**config.mk**
```make
export PLATFORM = sky130hd
export DESIGN_NAME = mult_div_unit
export DESIGN_NICKNAME = d
export VERILOG_FILES = /design/src/rtl/mult_div_unit.sv
export SDC_FILE = /design/constraint.sdc
export NUM_CORES = 1
export LEC_CHECK = 0
export CORE_AREA = 8 8 243 245
export CTS_CLUSTER_SIZE = 16
export DETAILED_ROUTE_END_ITERATION = 8
export DIE_AREA = 0 0 251 253
export PLACE_DENSITY_LB_ADDON = 0.25
export SYNTH_ARGS = -nofsm -noshare
export SYNTH_HDL_FRONTEND = slang
export SYNTH_SLANG_ARGS = --single-unit
```
**constraint.sdc**
```tcl
create_clock -name clk -period 6.7 [get_ports clk]
set_input_delay 0.67 -clock clk [delete_from_list [all_inputs] [get_ports clk]]
set_output_delay 0.67 -clock clk [all_outputs]
set_load 0.05 [all_outputs]
```
**src/rtl/mult_div_unit.sv**
```systemverilog
// Iterative HI/LO multiply/divide unit: shift-add MULT/MULTU, restoring DIV/DIVU, one bit per cycle.
// Latency WIDTH cycles from start to done; start and MTHI/MTLO are ignored while busy.
module mult_div_unit #(
  parameter int WIDTH = 32,
  parameter int CNT_W = 5
) (
  input  logic             clk,
  input  logic             rst_n,
  input  logic             start,
  input  logic [1:0]       op,
  input  logic [WIDTH-1:0] rs_data,
  input  logic [WIDTH-1:0] rt_data,
  input  logic             hi_we,
  input  logic             lo_we,
  input  logic [WIDTH-1:0] wdata,
  output logic             busy,
  output logic             done,
  output logic             div_by_zero,
  output logic [WIDTH-1:0] hi,
  output logic [WIDTH-1:0] lo
);

  typedef enum logic [1:0] {IDLE, MUL, DIV} state_t;

  state_t             state;
  logic [CNT_W-1:0]   cnt;
  logic [WIDTH-1:0]   opnd;
  logic [2*WIDTH-1:0] prod;
  logic [WIDTH-1:0]   rs_hold;
  logic               res_neg;
  logic               dvd_neg;
  logic               dz;

  logic               rs_neg, rt_neg;
  logic [WIDTH-1:0]   rs_mag, rt_mag;
  logic [WIDTH:0]     mul_sum;
  logic [2*WIDTH-1:0] mul_next, mul_res;
  logic [WIDTH:0]     div_shift;
  logic               div_ge;
  logic [WIDTH-1:0]   div_diff, div_rem, quo, quo_fix, rem_fix;
  logic               last;

  always_comb begin
    rs_neg    = ~op[0] & rs_data[WIDTH-1];
    rt_neg    = ~op[0] & rt_data[WIDTH-1];
    rs_mag    = rs_neg ? -rs_data : rs_data;
    rt_mag    = rt_neg ? -rt_data : rt_data;
    // Multiply: prod holds {partial sum, remaining multiplier bits}, shifted right each step.
    mul_sum   = {1'b0, prod[2*WIDTH-1:WIDTH]} + (prod[0] ? {1'b0, opnd} : {(WIDTH+1){1'b0}});
    mul_next  = {mul_sum, prod[WIDTH-1:1]};
    mul_res   = res_neg ? -mul_next : mul_next;
    // Divide: prod holds {remainder, dividend/quotient}, shifted left each step.
    div_shift = {prod[2*WIDTH-1:WIDTH], prod[WIDTH-1]};
    div_ge    = div_shift >= {1'b0, opnd};
    div_diff  = div_shift[WIDTH-1:0] - opnd;
    div_rem   = div_ge ? div_diff : div_shift[WIDTH-1:0];
    quo       = {prod[WIDTH-2:0], div_ge};
    quo_fix   = res_neg ? -quo : quo;
    rem_fix   = dvd_neg ? -div_rem : div_rem;
    last      = (cnt == CNT_W'(WIDTH-1));
  end

  always_ff @(posedge clk or negedge rst_n) begin
    if (!rst_n) begin
      state       <= IDLE;
      cnt         <= '0;
      opnd        <= '0;
      prod        <= '0;
      rs_hold     <= '0;
      res_neg     <= 1'b0;
      dvd_neg     <= 1'b0;
      dz          <= 1'b0;
      busy        <= 1'b0;
      done        <= 1'b0;
      div_by_zero <= 1'b0;
      hi          <= '0;
      lo          <= '0;
    end else begin
      case (state)
        IDLE: begin
          done <= 1'b0;
          if (hi_we) hi <= wdata;
          if (lo_we) lo <= wdata;
          if (start) begin
            busy        <= 1'b1;
            div_by_zero <= 1'b0;
            cnt         <= '0;
            res_neg     <= rs_neg ^ rt_neg;
            dvd_neg     <= rs_neg;
            rs_hold     <= rs_data;
            dz          <= op[1] & (rt_data == '0);
            if (op[1]) begin
              opnd  <= rt_mag;
              prod  <= {{WIDTH{1'b0}}, rs_mag};
              state <= DIV;
            end else begin
              opnd  <= rs_mag;
              prod  <= {{WIDTH{1'b0}}, rt_mag};
              state <= MUL;
            end
          end
        end
        MUL: begin
          prod <= mul_next;
          cnt  <= cnt + CNT_W'(1);
          if (last) begin
            hi    <= mul_res[2*WIDTH-1:WIDTH];
            lo    <= mul_res[WIDTH-1:0];
            done  <= 1'b1;
            busy  <= 1'b0;
            cnt   <= '0;
            state <= IDLE;
          end
        end
        DIV: begin
          prod <= {div_rem, quo};
          cnt  <= cnt + CNT_W'(1);
          if (last) begin
            // A zero divisor returns all-ones quotient and the original dividend.
            hi          <= dz ? rs_hold : rem_fix;
            lo          <= dz ? {WIDTH{1'b1}} : quo_fix;
            div_by_zero <= dz;
            done        <= 1'b1;
            busy        <= 1'b0;
            cnt         <= '0;
            state       <= IDLE;
          end
        end
        default: state <= IDLE;
      endcase
    end
  end

endmodule
```
* Word level (Yosys, flattened, before mapping)
Cells that the tools add are included.
Storage, ports and cells: bits of input ports 103, register bits after elaboration 205, logic and storage cells 87
Cells by class: bitwise gates (word level) 5, eq/ne operators 9, magnitude comparators 1, reductions and logical operators 15, add/sub/neg operators 8, muxes and demuxes 36
Operators by type and width (number):
- $mux 32 | 16
- $pmux 32 s3 | 2
- $pmux 64 s3 | 1
- $mux 64 | 2
- $neg 32->32 | 4
- $neg 64->64 | 1
- $add 32x32->33 | 1
- $ge 33x32->1 | 1
- $logic_not 32->1 | 1
- $sub 32x32->32 | 1
- $mux 5 | 2
- $ne 2x2->1 const B | 5
- $pmux 5 s2 | 1
- $reduce_and 2->1 | 5
- $reduce_and 4->1 | 2
- $mux 2 | 3
- $pmux 1 s2 | 3
- $reduce_and 3->1 | 2
- $add 5x1->5 const B | 1
- $eq 5x5->1 const B | 1
- $mux 1 | 5
- $pmux 2 s2 | 1
- $reduce_bool 2->1 | 2
- $and 1x1->1 | 3
- 8 further kinds | 8

* Logic depth before layout (Yosys ltp)
depth after elaboration 7, depth in mapped cells 21, depth with buffers taken out 16

* Least setup slack after synthesis
No wires, ideal clock.
path kind register to register, start point register prod[51], end point register lo[20], path slack 1.983 ns, clock period less this slack 4.717 ns, data arrival time 4.583 ns, cell stages (with the launch flop) 20, data required time 6.565 ns, path buffers 5, cell sequence dfrtp_1 > ha_1 > clkbuf_1 > a21o_1 > a31oi_1 > o221ai_1 > a211o_1 > or2_2 > clkbuf_1 > inv_1 > clkbuf_1 > clkbuf_1 > buf_1 > ha_1 > inv_1 > or3_1 > o31ai_1 > xnor2_1 > a221oi_1 > o31ai_1
On the way: cells in the longest elaborated chain, start to end 6
Ends and longest elaborated chain:
- start, declared | RTL line 28 | logic [2*WIDTH-1:0] prod;
- start signal, assigned | RTL line 94 | prod <= {{WIDTH{1'b0}}, rs_mag};
- start signal, assigned | RTL line 98 | prod <= {{WIDTH{1'b0}}, rt_mag};
- start signal, assigned | RTL line 104 | prod <= mul_next;
- $ge 33x32->1 | RTL line 54 | div_ge = div_shift >= {1'b0, opnd};
- $neg 32->32 | RTL line 58 | quo_fix = res_neg ? -quo : quo;
- $mux 32 | RTL line 58
- $mux 32 | RTL line 121 | lo <= dz ? {WIDTH{1'b1}} : quo_fix;
- $mux 32 | RTL line 118 | if (last) begin
- $pmux 32 s3 | RTL line 79 | case (state)
- end signal, assigned | RTL line 83 | if (lo_we) lo <= wdata;
- end signal, assigned | RTL line 108 | lo <= mul_res[WIDTH-1:0];
- end signal, assigned | RTL line 121
- end, declared | RTL line 20 | output logic [WIDTH-1:0] lo
No other way between the ends. The select of a mux whose other input is x is not followed. A chain may end at the register's enable or synchronous reset.

* Final worst setup path
start point register prod[43], end point register hi[27]
On the way: cells in the longest elaborated chain, start to end 7
Ends and longest elaborated chain:
- $sub 32x32->32 / $ge 33x32->1 (equally long branches) | RTL line 55, 54
- $mux 32 | RTL line 56 | div_rem = div_ge ? div_diff : div_shift[WIDTH-1:0];
- $neg 32->32 | RTL line 59 | rem_fix = dvd_neg ? -div_rem : div_rem;
- $mux 32 | RTL line 59
- $mux 32 | RTL line 120 | hi <= dz ? rs_hold : rem_fix;
- $mux 32 | RTL line 118
- $pmux 32 s3 * | RTL line 79
- end signal, assigned | RTL line 82 | if (hi_we) hi <= wdata;
- end signal, assigned | RTL line 107 | hi <= mul_res[2*WIDTH-1:WIDTH];
- end signal, assigned | RTL line 120
- end, declared | RTL line 19 | output logic [WIDTH-1:0] hi,
Mark *: on every way between the ends. The rest lies on a longest branch, timed or not. The select of a mux whose other input is x is not followed.

==> summary.txt <==
Placed Cells: 3251
Seq/Total Area, Yosys: 26.9%
Crit-path max FO: 51
Sw Ratio: 54.3%
Crit end category: register
Die H: 253 um
Fill cell count: 5766
Residual DRC: 0
RSZ-0062 raised after global routing: false
Clock network power share: 13.7%
Area share of the largest cell type after synthesis: 26.9%
Startpoint Class: register
Tmin final: 5750 ps
Post-Layout Cell Count: 3299
Largest net degree at the start of global routing: 149
Final setup TNS: 0 ps
I/O Buffers: 169
Diode count: 0
Iteration-0 DRC Markers: 2554
RD Place Congestion: 0.976
Library cells used by synthesis: 85
Die area: 0.0635 mm2
Combinational Power Share: 64.3%
Peak VDD IR: 0.000241 V
Hold Buf Count CTS: 0
Clock latency on the worst-skew pair: 570 ps
DR vias/cell: 6.09
Clock transition at path regs: 60 ps
Max Buffers Root-to-Sink: 3
Syn-to-layout area delta: 16.1%
HP Class: input pin to async pin
MaxCap Viol Count: 0
CTS tree: built
YS warnings: 0
Core ar.: 0.0555 mm2
Slew at the pin closest to its max-slew limit: 1160 ps
Critical path required time: 7180 ps
Worst Path Arrival: 6220 ps
First-pass DRT Iterations: 6
R2R Path Start: prod[43]
Mapped Area: 0.0190 mm2
Synthesized Nets: 2706
H-tree depth: 1
Static Leak: 8.75 nW
Initial Util: 34.3%
Final Max Tran Viols: 0
Max_slew headroom: 22.7%
WL/cell: 24.8 um
Sw power: 6.04 mW
CTS buffer count: 27
Synth area leader: dfrtp_1
Total grt overflow: 0
Primary FF master, synth: dfrtp_1
Mean Syn Cell Area: 7.54 um2
Fraction of layout cells with a size suffix above 1: 5.99%
Top cells by area, synth: dfrtp_1, o21ai_0, nand2_1, xnor2_1, a21oi_1
Asr flop ratio synth: 100%
Final setup vio count: 0
Final HPWL DP: 64000 um
Detailed Route WL: 81800 um
Row count: 87
Status: complete, no violations
Most common cell in the netlist: nand2_1
Hold Violations, Final: 0
Int Pwr: 5.09 mW
Final #Nets: 2747
ANT nets after route: 0
# IOs: 170
Synth Instances: 2527
Cts repair resizes: 0
Highest clock rate: 174 MHz
Critical path class: register to register
GRT Resource Usage Total: 24.7%
Cell Pwr Density: 503 mW/mm2
Root buf cell: clkbuf_16
Reg power frac: 22.0%
Post-synth EDFFs: 0
Final worst-path cycle share: 85.8%
Vias in the first global route: 18900
Die X: 251 um
Post-CTS setup buffer count: 0
First-pass GRT wire length: 122000 um
CP Launch Point: prod[43]
Register bit count reported by yosys: 205
Clock Sink Count: 205
Post-synth top cells: nand2_1, o21ai_0, nor2_1
Clock Skew: 27.9 ps
Overall via count from detail_route: 20100
Initial antenna violation count: 1
## path summary, 6_finish.rpt
check,to,slack [ps],cells after the start
setup / recovery,hi[27],950,14
setup reg to reg,hi[27],950,14
hold / removal,lo[2],70,1
max in group asynchronous,res_neg,5330,2
min in group clk,hi[9],480,2
hold reg to reg,hi[9],480,2
## worst max-delay path, stage by stage, from the launching register on
cell and delay (ps):
dfrtp_1 480, ha_1 450, nand4_1 210, nor3_1 500
o211ai_1 440, a211oi_1 530, or2_2 200, buf_4 500
a31o_2 340, o2111ai_1 330, o41ai_1 500, xor2_1 130
o21ai_0 560, a221oi_1 220, a211oi_1 230
## registers in the layout, summed over array words and instances, names as in the netlist
name	cells
lo	32
hi	32
dz	1
cnt	5
res_neg	1
opnd	32
busy	1
rs_hold	32
dvd_neg	1
state	2
div_by_zero	1
done	1
prod	64
## logic make-up after synthesis
group	synth area share (%)
AOI/OAI and AO/OA	28.5
xor gates and xnor gates	10.2
adders and majority gates	5.07
buffers and inverters	5.20
DFF	26.9
muxes	3.09
and+or+nand+nor	20.9
## final cells by class
cell class	instances	area (um2)	share of cell area, %
flip-flops and latches	205	5130	23.2
clock buffers	38	767	3.47
inverters	70	263	1.19
well taps	712	891	4.03
repair buffers	203	1960	8.87
multi-input cells	2061	13000	58.6
clock inverters	10	143	0.645
## stage by stage
step | setup WS, ps | util, % | area, um2 | power, mW | hold slack [ps]
6_report | 954 | 39.8 | 22100 | 11.1 | 75.0
5_1_grt | 605 | 39.8 | 22100 | 11.8 | 110
4_1_cts | 1020 | 39.8 | 22100 | 11.0 | 80.2
3_5_place_dp | 1050 | 38.2 | 21200 | 9.44 | 465
3_3_place_gp | 1030 | 38.2 | 21200 | 9.39 | 458
2_1_floorplan | 1980 | - | 19000 | 7.01 | 374
## power groups by stage
| stage | registers (mW) | logic (mW) | clock network [mW] |
|---|---|---|---|
| final | 2.45 | 7.16 | 1.52 |
| after global routing | 2.49 | 7.68 | 1.59 |
| after CTS | 2.41 | 7.04 | 1.54 |
| after detailed placement | 2.43 | 7.02 | 0 |
| after global placement | 2.40 | 6.98 | 0 |
| after floorplan | 2.66 | 4.35 | 0 |
## metal layers
| metal | vias to the layer above | share of wire, % | track usage, % |
|---|---|---|---|
| met5 | - | 0 | 0 |
| li1 | 9257 | - | - |
| met2 | 969 | 42 | 36.2 |
| met4 | 0 | 2.8 | 6.37 |
| met3 | 113 | 9.9 | 5.23 |
| met1 | 9751 | 45 | 36.1 |
## cell usage in the layout, fill, tap and decap left out, drive strengths merged, types with 21 or more instances in the layout
cell type,instances
a211oi,24
a21o,25
a21oi,198
a221o,29
a221oi,62
buf,35
clkbuf,39
clkdlybuf4s50,167
dfrtp,205
ha,74
inv,72
mux2,38
nand2,352
nand2b,21
nand3,26
nor2,233
nor3,35
nor4,27
o211ai,22
o21ai,269
o31ai,79
or3,38
or4,21
xnor2,148
xor2,74
No activity file was read; power rests on OpenSTA's default activity.
